`config.mk`:
```
export PLATFORM = sky130hd
export DESIGN_NAME = uart_program_loader
export DESIGN_NICKNAME = d
export VERILOG_FILES = /design/src/rtl/uart_program_loader_pkg.sv /design/src/rtl/uart_program_loader_uart_rx_byte.sv /design/src/rtl/uart_program_loader.sv
export SDC_FILE = /design/constraint.sdc
export NUM_CORES = 1
export LEC_CHECK = 0
export BUFFER_PORTS_ARGS = -buffer_cell sky130_fd_sc_hd__clkbuf_2
export CAP_MARGIN = 20
export CORE_ASPECT_RATIO = 0.8
export CORE_MARGIN = 1.5
export CORE_UTILIZATION = 59
export DETAILED_ROUTE_END_ITERATION = 8
export PLACE_DENSITY = 0.87
export SLEW_MARGIN = 20
export SYNTH_ARGS = -nofsm -noshare
export SYNTH_HDL_FRONTEND = slang
export SYNTH_HIERARCHICAL = 1
export SYNTH_SLANG_ARGS = --single-unit
```
`constraint.sdc`:
```
create_clock -name clk -period 2 [get_ports clk]
set_input_delay 0.2 -clock clk [delete_from_list [all_inputs] [get_ports clk]]
set_output_delay 0.2 -clock clk [all_outputs]
set_load 0.05 [all_outputs]
```
`src/rtl/uart_program_loader_pkg.sv`:
```
// Shared constants for the UART program loader: FSM encodings, UART frame levels, default baud divisor.
package loader_pkg;

  localparam int DEFAULT_CLKS_PER_BIT = 434;
  localparam int DATA_BITS = 8;
  localparam logic START_LEVEL = 1'b0;
  localparam logic STOP_LEVEL = 1'b1;

  localparam logic [2:0] ST_CNT_HI = 3'd0;
  localparam logic [2:0] ST_CNT_LO = 3'd1;
  localparam logic [2:0] ST_DAT_HI = 3'd2;
  localparam logic [2:0] ST_DAT_LO = 3'd3;
  localparam logic [2:0] ST_WRITE  = 3'd4;
  localparam logic [2:0] ST_DONE   = 3'd5;
  localparam logic [2:0] ST_CHK    = 3'd6;

  typedef enum logic [2:0] {
    CNT_HI = ST_CNT_HI,
    CNT_LO = ST_CNT_LO,
    DAT_HI = ST_DAT_HI,
    DAT_LO = ST_DAT_LO,
    WRITE  = ST_WRITE,
    DONE   = ST_DONE,
    CHK    = ST_CHK
  } loader_state_t;

  typedef enum logic [2:0] {
    RX_IDLE,
    RX_START,
    RX_DATA,
    RX_STOP,
    RX_WAIT_HIGH
  } rx_state_t;

endpackage

```
`src/rtl/uart_program_loader_uart_rx_byte.sv`:
```
// 8N1 UART byte receiver: 2-flop synchroniser, mid-bit sampling, glitch rejection on the start bit.
module uart_rx_byte
  import loader_pkg::*;
#(
  parameter int CLKS_PER_BIT = DEFAULT_CLKS_PER_BIT
) (
  input  logic       clk,
  input  logic       rst,
  input  logic       rx,
  output logic [7:0] rx_data,
  output logic       byte_valid,
  output logic       ferr
);

  localparam int CNT_W = $clog2(CLKS_PER_BIT);
  localparam logic [CNT_W-1:0] BIT_LAST  = CNT_W'(CLKS_PER_BIT - 1);
  localparam logic [CNT_W-1:0] HALF_LAST = CNT_W'(CLKS_PER_BIT / 2 - 1);

  logic [1:0]       sync_reg;
  logic             rx_prev_reg;
  logic             rx_s;
  rx_state_t        state_reg, state_next;
  logic [CNT_W-1:0] cnt_reg, cnt_next;
  logic [2:0]       bit_reg, bit_next;
  logic [7:0]       shift_reg, shift_next;
  logic             valid_reg, valid_next;
  logic             ferr_reg, ferr_next;

  assign rx_s = sync_reg[1];

  always_ff @(posedge clk or posedge rst) begin
    if (rst) begin
      sync_reg    <= 2'b11;
      rx_prev_reg <= 1'b1;
      state_reg   <= RX_IDLE;
      cnt_reg     <= '0;
      bit_reg     <= '0;
      shift_reg   <= '0;
      valid_reg   <= 1'b0;
      ferr_reg    <= 1'b0;
    end else begin
      sync_reg    <= {sync_reg[0], rx};
      rx_prev_reg <= rx_s;
      state_reg   <= state_next;
      cnt_reg     <= cnt_next;
      bit_reg     <= bit_next;
      shift_reg   <= shift_next;
      valid_reg   <= valid_next;
      ferr_reg    <= ferr_next;
    end
  end

  always_comb begin
    state_next = state_reg;
    cnt_next   = cnt_reg;
    bit_next   = bit_reg;
    shift_next = shift_reg;
    valid_next = 1'b0;
    ferr_next  = 1'b0;
    case (state_reg)
      RX_IDLE: begin
        cnt_next = '0;
        if (rx_prev_reg == STOP_LEVEL && rx_s == START_LEVEL) state_next = RX_START;
      end
      RX_START: begin
        if (cnt_reg == HALF_LAST) begin
          cnt_next   = '0;
          bit_next   = '0;
          // A start bit that is already high again at mid-bit was line noise
          state_next = (rx_s == START_LEVEL) ? RX_DATA : RX_IDLE;
        end else begin
          cnt_next = cnt_reg + 1'b1;
        end
      end
      RX_DATA: begin
        if (cnt_reg == BIT_LAST) begin
          cnt_next   = '0;
          shift_next = {rx_s, shift_reg[7:1]};
          if (bit_reg == 3'(DATA_BITS - 1)) state_next = RX_STOP;
          else bit_next = bit_reg + 1'b1;
        end else begin
          cnt_next = cnt_reg + 1'b1;
        end
      end
      RX_STOP: begin
        if (cnt_reg == BIT_LAST) begin
          cnt_next = '0;
          if (rx_s == STOP_LEVEL) begin
            valid_next = 1'b1;
            state_next = RX_IDLE;
          end else begin
            ferr_next  = 1'b1;
            state_next = RX_WAIT_HIGH;
          end
        end else begin
          cnt_next = cnt_reg + 1'b1;
        end
      end
      RX_WAIT_HIGH: begin
        if (rx_s == STOP_LEVEL) state_next = RX_IDLE;
      end
      default: state_next = RX_IDLE;
    endcase
  end

  assign rx_data    = shift_reg;
  assign byte_valid = valid_reg;
  assign ferr       = ferr_reg;

endmodule

```
`src/rtl/uart_program_loader.sv`:
```
// Boot loader: receives a word-count-prefixed image over UART, writes it to memory port B, then releases the CPU.
// Optional trailing XOR checksum byte when UART_LOADER_CHECKSUM_EN is defined.
module uart_program_loader
  import loader_pkg::*;
#(
  parameter int CLKS_PER_BIT = DEFAULT_CLKS_PER_BIT,
  parameter int ADDR_W = 10,
  parameter int DATA_W = 16
) (
  input  logic              clk,
  input  logic              rst,
  input  logic              rx,
  output logic [ADDR_W-1:0] addr_b,
  output logic [DATA_W-1:0] data_b,
  output logic              we_b,
  output logic              cpu_rst,
  output logic              done,
  output logic              err
);

  localparam logic [31:0] MAX_WORDS = 32'd1 << ADDR_W;

  logic [7:0]        rx_data;
  logic              byte_valid;
  logic              ferr;
  loader_state_t     state_reg, state_next;
  logic [ADDR_W-1:0] addr_reg, addr_next;
  logic [DATA_W-1:0] data_reg, data_next;
  logic [ADDR_W:0]   count_reg, count_next;
  logic [7:0]        cnt_hi_reg, cnt_hi_next;
  logic              we_reg, we_next;
  logic              done_reg, done_next;
  logic              err_reg, err_next;
  logic              cpu_rst_reg, cpu_rst_next;
  logic [31:0]       n_words;
`ifdef UART_LOADER_CHECKSUM_EN
  logic [7:0]        chk_reg, chk_next;
`endif

  uart_rx_byte #(.CLKS_PER_BIT(CLKS_PER_BIT)) u_rx (
    .clk        (clk),
    .rst        (rst),
    .rx         (rx),
    .rx_data    (rx_data),
    .byte_valid (byte_valid),
    .ferr       (ferr)
  );

  always_ff @(posedge clk or posedge rst) begin
    if (rst) begin
      state_reg   <= CNT_HI;
      addr_reg    <= '0;
      data_reg    <= '0;
      count_reg   <= '0;
      cnt_hi_reg  <= '0;
      we_reg      <= 1'b0;
      done_reg    <= 1'b0;
      err_reg     <= 1'b0;
      cpu_rst_reg <= 1'b1;
    end else begin
      state_reg   <= state_next;
      addr_reg    <= addr_next;
      data_reg    <= data_next;
      count_reg   <= count_next;
      cnt_hi_reg  <= cnt_hi_next;
      we_reg      <= we_next;
      done_reg    <= done_next;
      err_reg     <= err_next;
      cpu_rst_reg <= cpu_rst_next;
    end
  end

`ifdef UART_LOADER_CHECKSUM_EN
  always_ff @(posedge clk or posedge rst) begin
    if (rst) chk_reg <= '0;
    else     chk_reg <= chk_next;
  end
`endif

  assign n_words = {16'd0, cnt_hi_reg, rx_data};

  always_comb begin
    state_next   = state_reg;
    addr_next    = addr_reg;
    data_next    = data_reg;
    count_next   = count_reg;
    cnt_hi_next  = cnt_hi_reg;
    we_next      = 1'b0;
    done_next    = done_reg;
    err_next     = err_reg;
    cpu_rst_next = cpu_rst_reg;
`ifdef UART_LOADER_CHECKSUM_EN
    chk_next     = chk_reg;
`endif
    // A framing error leaves the state untouched so the sender can resend the byte
    if (ferr && state_reg != DONE) err_next = 1'b1;
    case (state_reg)
      CNT_HI: if (byte_valid) begin
        cnt_hi_next = rx_data;
        state_next  = CNT_LO;
      end
      CNT_LO: if (byte_valid) begin
`ifdef UART_LOADER_CHECKSUM_EN
        chk_next = '0;
`endif
        if (n_words == 32'd0) begin
`ifdef UART_LOADER_CHECKSUM_EN
          state_next = CHK;
`else
          state_next = DONE;
`endif
        end else if (n_words > MAX_WORDS) begin
          err_next   = 1'b1;
          state_next = DONE;
        end else begin
          count_next = n_words[ADDR_W:0];
          state_next = DAT_HI;
        end
      end
      DAT_HI: if (byte_valid) begin
        data_next  = {rx_data, data_reg[DATA_W/2-1:0]};
`ifdef UART_LOADER_CHECKSUM_EN
        chk_next   = chk_reg ^ rx_data;
`endif
        state_next = DAT_LO;
      end
      DAT_LO: if (byte_valid) begin
        data_next  = {data_reg[DATA_W-1:DATA_W/2], rx_data};
`ifdef UART_LOADER_CHECKSUM_EN
        chk_next   = chk_reg ^ rx_data;
`endif
        we_next    = 1'b1;
        state_next = WRITE;
      end
      WRITE: begin
        addr_next  = addr_reg + 1'b1;
        count_next = count_reg - 1'b1;
        if (count_reg == (ADDR_W+1)'(1)) begin
`ifdef UART_LOADER_CHECKSUM_EN
          state_next = CHK;
`else
          state_next = DONE;
`endif
        end else begin
          state_next = DAT_HI;
        end
      end
`ifdef UART_LOADER_CHECKSUM_EN
      CHK: if (byte_valid) begin
        if (rx_data != chk_reg) err_next = 1'b1;
        state_next = DONE;
      end
`endif
      DONE: begin
        // The CPU is only released on a clean load
        if (!err_reg) cpu_rst_next = 1'b0;
      end
      default: state_next = CNT_HI;
    endcase
    if (state_next == DONE) done_next = 1'b1;
  end

  assign addr_b  = addr_reg;
  assign data_b  = data_reg;
  assign we_b    = we_reg;
  assign done    = done_reg;
  assign err     = err_reg;
  assign cpu_rst = cpu_rst_reg;

endmodule

```
Word-level counts from Yosys, hierarchy flattened
Cells that the tools add are included.

word-level totals
  bits in registers = 80
  word-level logic and storage cells = 113
  output and inout bits = 30

operators by class
  reduce and logical (&&, ||, !) cells = 17
  multiplexer cells = 44
  equality and inequality tests = 25
  add/subtract/negate cells = 4
  $lt $le $gt $ge = 1
  bitwise gates (word level) = 4

operators by type and width
  kind                   number
  $mux 3                 17
  $mux 11                3
  $logic_not 32->1       1
  $pmux 16 s2            1
  $pmux 9 s3             1
  $pmux 11 s2            1
  $mux 9                 2
  $pmux 3 s6             1
  $gt 16x11->1 const B   1
  $mux 16                1
  $eq 3x3->1 const B     5
  $pmux 3 s5             1
  $ne 2x1->1 const B     7
  $mux 1                 13
  $eq 3x2->1 const B     4
  $eq 11x1->1 const B    1
  $sub 11x1->11 const B  1
  $add 10x1->10 const B  1
  $add 9x1->9 const B    1
  $eq 9x8->1 const B     1
  $eq 9x9->1 const B     1
  $mux 8                 1
  $reduce_and 4->1       2
  $eq 3x1->1 const B     2
  14 further kinds       25

Longest topological paths before layout
Gate-level depths: netlist (run 1).

  depth after elaboration = 7
  gate-level depth with buffers = 8
  depth with buffers taken out = 6

Hierarchy
The synthesis (run 1) kept the hierarchy.

modules (own cells, without submodules)
  module               times used  cells each  area each (µm²)
  uart_program_loader  1           207         2371.0
  uart_rx_byte         1           128         1418.9

Worst setup path before layout (run 1)
OpenSTA, ideal clock, no wires.

  path kind = register to register
  from = register u_rx.shift_reg[7], in the netlist u_rx/rx_data[7]
  to = register count_reg[4]
  setup slack = 301 ps
  cell stages (with the launch flop) = 8
  path buffers = 2
  required time = 1872 ps
  arrival time = 1572 ps
  path through = dfrtp_1 -> nor4_1 -> nand4_1 -> and4_1 -> buf_6 -> buf_4 -> a21oi_1 -> o21ai_0

on the way
  cells in the longest elaborated chain, start to end = 3
  elaborated cells on any way between the ends = 5
  those cells by class = order compare (1); eq/ne (2); reduce/logical (2)

RTL lines
  element                                                  RTL line                                                source
  start: declaration                                       uart_program_loader_uart_rx_byte.sv:25                  logic [7:0] shift_reg, shift_next;
  start signal: assignment                                 uart_program_loader_uart_rx_byte.sv:47                  shift_reg <= shift_next;
  $gt 16x11->1 / $logic_not 32->1 (equally long branches)  uart_program_loader.sv:112, uart_program_loader.sv:106
  $ne 2x2->1 (no line)                                     n/a
  $reduce_and 4->1 (no line) *                             n/a
  end signal: assignment                                   uart_program_loader.sv:64                               count_reg <= count_next;
  end: declaration                                         uart_program_loader.sv:29                               logic [ADDR_W:0] count_reg, count_next;

Mark *: on every way between the ends. The rest lies on a longest branch, timed or not.
A chain may end at the register's enable or synchronous reset.

Worst setup path in the final report (run 1)
  from = register u_rx.cnt_reg[1]
  to = register u_rx.shift_reg[3], in the netlist u_rx/rx_data[3]

on the way
  cells in the longest elaborated chain, start to end = 2

RTL lines
  element                     RTL line                                source
  start: declaration          uart_program_loader_uart_rx_byte.sv:23  logic [CNT_W-1:0] cnt_reg, cnt_next;
  start signal: assignment    uart_program_loader_uart_rx_byte.sv:45  cnt_reg <= cnt_next;
  $eq 9x9->1                  uart_program_loader_uart_rx_byte.sv:76  if (cnt_reg == BIT_LAST) begin
  $reduce_and 2->1 (no line)  n/a

Every way passes these cells.

==> flow_summary.ini, run 1 <==
[finish]
synthToLayoutAreaGrowth_pct = 14.96
final_core_util = 0.7179
drive_above_1_share = 0.3023
nNetsFinal = 393
insertedDiodeCount = 0
largest_reg_flops = 16

[route]
drt-initial-drc-count = 201
wirelength_um = 7908
vias = 2760
wire_per_inst_um = 16.90
drc = 0
dr.pass1.iters = 4
vias_per_cell = 5.897
ant_nets = 0

[worst_setup_path]
required_ns = 2.24
cp.buffers_inverters = 1
crit_path_cell_trace = inv_1 -> ha_1 -> nand4b_1 -> nor4_2 -> nand3_2 -> mux2_2
cpPeakStageDelay_ns = 0.43
critPathKind = reg -> reg
path_delay_family = simple AND/OR/NAND/NOR gates
start_kind = flip-flop
crit_slowest_cell = dfrtp_1
critPathCaptureType = flip-flop
arrival_ns = 2.15
cp_max_fo = 8

[sta]
fmax_mhz = 521.8
finalHoldViolCount = 0
tightest_slew_ns = 0.6506
holdWs_ns = 0.3528
fin_crit_ns = 1.916
fin_skew_ns = 0.01537
maxSlewViolCount = 0
finalSetupViolCount = 0
slew_headroom = 0.5663
fin_crit_sh = 0.9582

[clock_tree]
h-tree-depth = 3
cts_sinks = 80
cts_tree = yes
cts_root_buf = clkbuf_8
post_cts.repair.setup_buffers = 0
clock_latency_ns = 0.36
cts.path.max_buffers = 2
cts_buffers = 9
path_clk_slew_ns = 0.08

[pwr]
power_density_mw_per_mm2 = 840.1
power.leakage_nw = 2.135
pwr-share-clk = 0.359
switchingPower_w = 0.0009696
pwr-share-seq = 0.495
power.total_w = 0.003660
power_switching_share = 0.2649
ir_drop_mv = 0.6288
combPwrFrac = 0.146
internal-power_w = 0.002690

[logic_synthesis]
synth_edf_count = 0
syn_area_mm2 = 0.003790
netlist.area_leader.share = 0.5018
syn_area_per_cell_um2 = 11.31
synth_seq_cells = 80
synth.net_count = 346
synth_cell_types = 57
yosysTopAreaCell = dfrtp_1
netlist_top_cells_count = dfrtp_1 (76), mux2_2 (33), nand2_1 (28)
yosysWarnings = 6
yosysSeqAreaShare = 0.5295
synth_flop_cell = dfrtp_1
synthCells = 335
synthArstFlopShare = 1.000
synthMostInstantiatedCell = dfrtp_1
netlist_top_cells_area = dfrtp_1 (50%), mux2_2 (9.8%), dfstp_2 (2.8%)

[die]
core_mm2 = 0.006068
die_y_um = 74.69
rows = 25
die_w_um = 92.61
start_util = 0.6245
boundaryPins = 33
die_area_mm2 = 0.006916

[grt]
grt_overflow_total = 0
grt_usage = 0.2477
grt_pass1_vias = 2852
grt_pass1_wl_um = 13190
grt_max_degree = 53
antenna_found_initial = 0

[job]
maxCapViolations = 0

[placed_design]
place_congestion = 0.9289
port_buffers = 32
hpwl_um = 5272

[status]
status = complete, no violations

[min_path]
hold_class = reg -> reg
stage by stage:
stage | instances | setup WS, ns | setup TNS (ns) | instance area, um^2
6_report | 468 | 0.08356 | 0 | 4357
5_1_grt | 468 | -0.01036 | -0.01036 | 4357
4_1_cts | 468 | 0.01399 | 0 | 4330
3_5_place_dp | 450 | 0.1307 | 0 | 4089
3_3_place_gp | 450 | 0.2064 | 0 | 4089
2_1_floorplan | 335 | 0.3007 | 0 | 3790
metal layers:
layer,share of wire,vias up,GRT usage,routed length (um)
li1,-,1304,-,-
met1,0.43,1369,0.3054,3421
met2,0.51,72,0.4175,4026
met3,0.044,15,0.06970,346
met4,0.014,0,0.1077,113
met5,0,-,0,0
kinds of logic (layout without fill, tap and decap cells):
| group | count (synthesis) | count (layout) | synth area share |
|---|---|---|---|
| flops | 80 | 80 | 0.5295 |
| buf+inv | 23 | 75 | 0.02674 |
| compound gates | 51 | 51 | 0.09046 |
| fa+ha+maj | 8 | 8 | 0.02641 |
| simple gates | 125 | 125 | 0.1931 |
| xor+xnor | 12 | 12 | 0.02773 |
| mux | 36 | 36 | 0.1060 |
worst paths after layout:
| path | startpoint | end | slack, ns | cells past startpoint |
|---|---|---|---|---|
| worst max-delay path | u_rx/cnt_reg[1] | u_rx/rx_data[3] | 0.08 | 6 |
| worst min-delay path | u_rx/sync_reg[0] | u_rx/sync_reg[1] | 0.35 | 0 |
| worst max register to register | u_rx/cnt_reg[1] | u_rx/rx_data[3] | 0.08 | 6 |
| worst min register to register | u_rx/sync_reg[0] | u_rx/sync_reg[1] | 0.35 | 0 |
| max in group asynchronous | rst | data_b[14] | 0.99 | 4 |
| min in group asynchronous | rst | u_rx/state_reg[2] | 0.47 | 4 |
cell usage in the layout (no fill, tap or decap), types with 3 or more instances in the layout:
master / count
dfrtp_1: 76
xor2_1: 5
o211ai_1: 5
a21oi_1: 9
inv_1: 12
nor2_1: 21
buf_4: 12
a22o_1: 4
o21ai_0: 15
ha_1: 8
nor3_1: 13
clkbuf_8: 10
nand2b_1: 5
dfstp_2: 4
clkbuf_2: 32
nand4_1: 10
mux2i_1: 3
xnor2_1: 7
nand3_1: 9
and3_1: 7
nor4_2: 6
mux2_2: 33
nand2_1: 28
nor2b_1: 5
worst register-to-register path, stage by stage, from the launching register on:
cell and delay (ns):
dfrtp_1 0.43, inv_1 0.10, ha_1 0.18, nand4b_1 0.12
nor4_2 0.34, nand3_2 0.28, mux2_2 0.35
power groups by stage:
stage                     Clock, W  Sequential [W]  Combinational (W)
final                      0.00131         0.00181           0.000534
after floorplan                  0         0.00178           0.000478
after detailed placement         0         0.00184           0.000530
after CTS                  0.00133         0.00181           0.000541
after global placement           0         0.00183           0.000511
after global routing       0.00141         0.00182           0.000601
final cells by class:
cell class	count	area, um^2
Clock buffer	11	141.4
Clock inverter	5	80.08
Fill cell	429	1712
Inverter	13	48.80
Multi-Input combinational cell	232	1708
Sequential cell	80	2007
Tap cell	81	101.3
Timing Repair Buffer	46	270.3
timing repair:
item	4_1_cts	5_1_grt
hold endpoints to repair	26	0
endpoints found under the setup margin	0	14
resized for setup	0	5
hold buffers	2	0
Note: power is estimated with default switching activity, not from simulation.
==> inputs of run 2 (changes only) <==
SETUP_SLACK_MARGIN = 0.2   (was unset)
==> flow_summary.ini, run 2 (synthesized netlist as in run 1, its figures left out) <==
[sta]
tns_ns = 0
holdWs_ns = 0.3520
finalHoldViolCount = 0
fin_crit_ns = 1.793
tightest_slew_ns = 0.6446
fin_skew_ns = 0.01558
setup_ws_ns = 0.2071
slew_headroom = 0.5703
rsz0062_at_grt = true
fmax_mhz = 557.7
fin_crit_sh = 0.8965
finalSetupViolCount = 0
maxSlewViolCount = 0

[clock_tree]
h-tree-depth = 3
cts_buffers = 9
cts.path.max_buffers = 2
cts_sinks = 80
cts_tree = yes
clock_latency_ns = 0.36
cts_root_buf = clkbuf_8
path_clk_slew_ns = 0.08

[grt]
grt_max_degree = 53
antenna_found_initial = 0
grt_overflow_total = 0
grt_pass1_wl_um = 13540
grt_pass1_vias = 2871
grt_usage = 0.2543

[status]
status = complete, no violations

[pwr]
combPwrFrac = 0.155
power.leakage_nw = 2.202
pwr-share-seq = 0.491
power_density_mw_per_mm2 = 819.1
power_switching_share = 0.2694
internal-power_w = 0.002710
pwr-share-clk = 0.354
power.total_w = 0.003710
switchingPower_w = 0.0009995
ir_drop_mv = 0.6563

[finish]
synthToLayoutAreaGrowth_pct = 19.51
nNetsFinal = 402
final_cell_mix = dfrtp_1 (73), mux2_2 (33), clkbuf_2 (32)
largest_reg_flops = 16
insertedDiodeCount = 0
finalNonFillerCells = 477
drive_above_1_share = 0.3636
mostFrequentLayoutCell = dfrtp_1

[worst_setup_path]
crit_path_cell_trace = or4_4 -> nor2_4 -> and4_4 -> mux2i_1 -> mux2i_1
cpPeakStageDelay_ns = 0.55
critPathCaptureType = flip-flop
arrival_ns = 2.02
critPathKind = reg -> reg
path_delay_family = simple AND/OR/NAND/NOR gates
crit_path_start = cnt_hi_reg[3]
cp_max_fo = 6
crit_slowest_cell = or4_4
path_common_cell = mux2i_1
required_ns = 2.23
start_kind = flip-flop
cp.buffers_inverters = 0
timing.rr.start = cnt_hi_reg[3]

[route]
vias_per_cell = 6.075
drt-initial-drc-count = 238
dr.pass1.iters = 4
wirelength_um = 8343
drc = 0
wire_per_inst_um = 17.49
vias = 2898
ant_nets = 0

[min_path]
hold_class = reg -> reg
min_from = u_rx/sync_reg[0]

[placed_design]
hpwl_um = 5272
place_congestion = 0.9289
place_ws_ns = 0.1307
port_buffers = 32
dp_cells = 450

[die]
core_mm2 = 0.006068
die_y_um = 74.69
rows = 25
die_area_mm2 = 0.006916
boundaryPins = 33
start_util = 0.6245
die_w_um = 92.61

[job]
maxCapViolations = 0
[run 2: changes by cell type in the layout (fill, tap and decap cells not counted), sizes merged]
cell	delta
buf	+9
[run 2: timing repair]
item	in CTS	in global routing
pin swaps	3	12
resized for setup	14	19
hold buffers	2	0
setup endpoints to repair	23	31
endpoints found under the hold margin	26	0
setup buffers	2	7
[run 2: final timing paths]
check                           cells after the start               end  slack (ns)
worst max-delay path                                5      count_reg[1]        0.21
worst min-delay path                                0  u_rx/sync_reg[1]        0.35
worst max register to register                      5      count_reg[1]        0.21
worst min register to register                      0  u_rx/sync_reg[1]        0.35
max in group asynchronous                           4     cnt_hi_reg[1]        0.97
min in group asynchronous                           4         u_rx/ferr        0.47
[run 2: cell type report]
| class | count | area [um^2] |
|---|---|---|
| clock buffer | 11 | 141.4 |
| clock inverter | 5 | 80.08 |
| fill | 394 | 1539 |
| inverter | 13 | 48.80 |
| multi-input combinational | 232 | 1802 |
| sequential | 80 | 2011 |
| tap | 81 | 101.3 |
| timing repair buffer | 55 | 345.3 |
[run 2: through the flow]
step,utilization,cell area [um^2]
final,0.7464,4529
after global routing,0.7464,4529
after CTS,0.7274,4414
after detailed placement,0.6738,4089
after global placement,0.6738,4089
after floorplan,-,3790
[run 2: layer usage]
metal,GRT usage,share of wire
met3,0.07071,0.044
met2,0.4240,0.51
met4,0.1094,0.027
met5,0,0
met1,0.3182,0.42
[run 2: power by group through the flow]
| stage | logic (W) | clock network [W] | registers (W) |
|---|---|---|---|
| CTS | 0.000549 | 0.00133 | 0.00181 |
| detailed placement | 0.000530 | 0 | 0.00184 |
| global placement | 0.000511 | 0 | 0.00183 |
| finish | 0.000576 | 0.00131 | 0.00182 |
| floorplan | 0.000478 | 0 | 0.00178 |
| global route | 0.000639 | 0.00141 | 0.00183 |
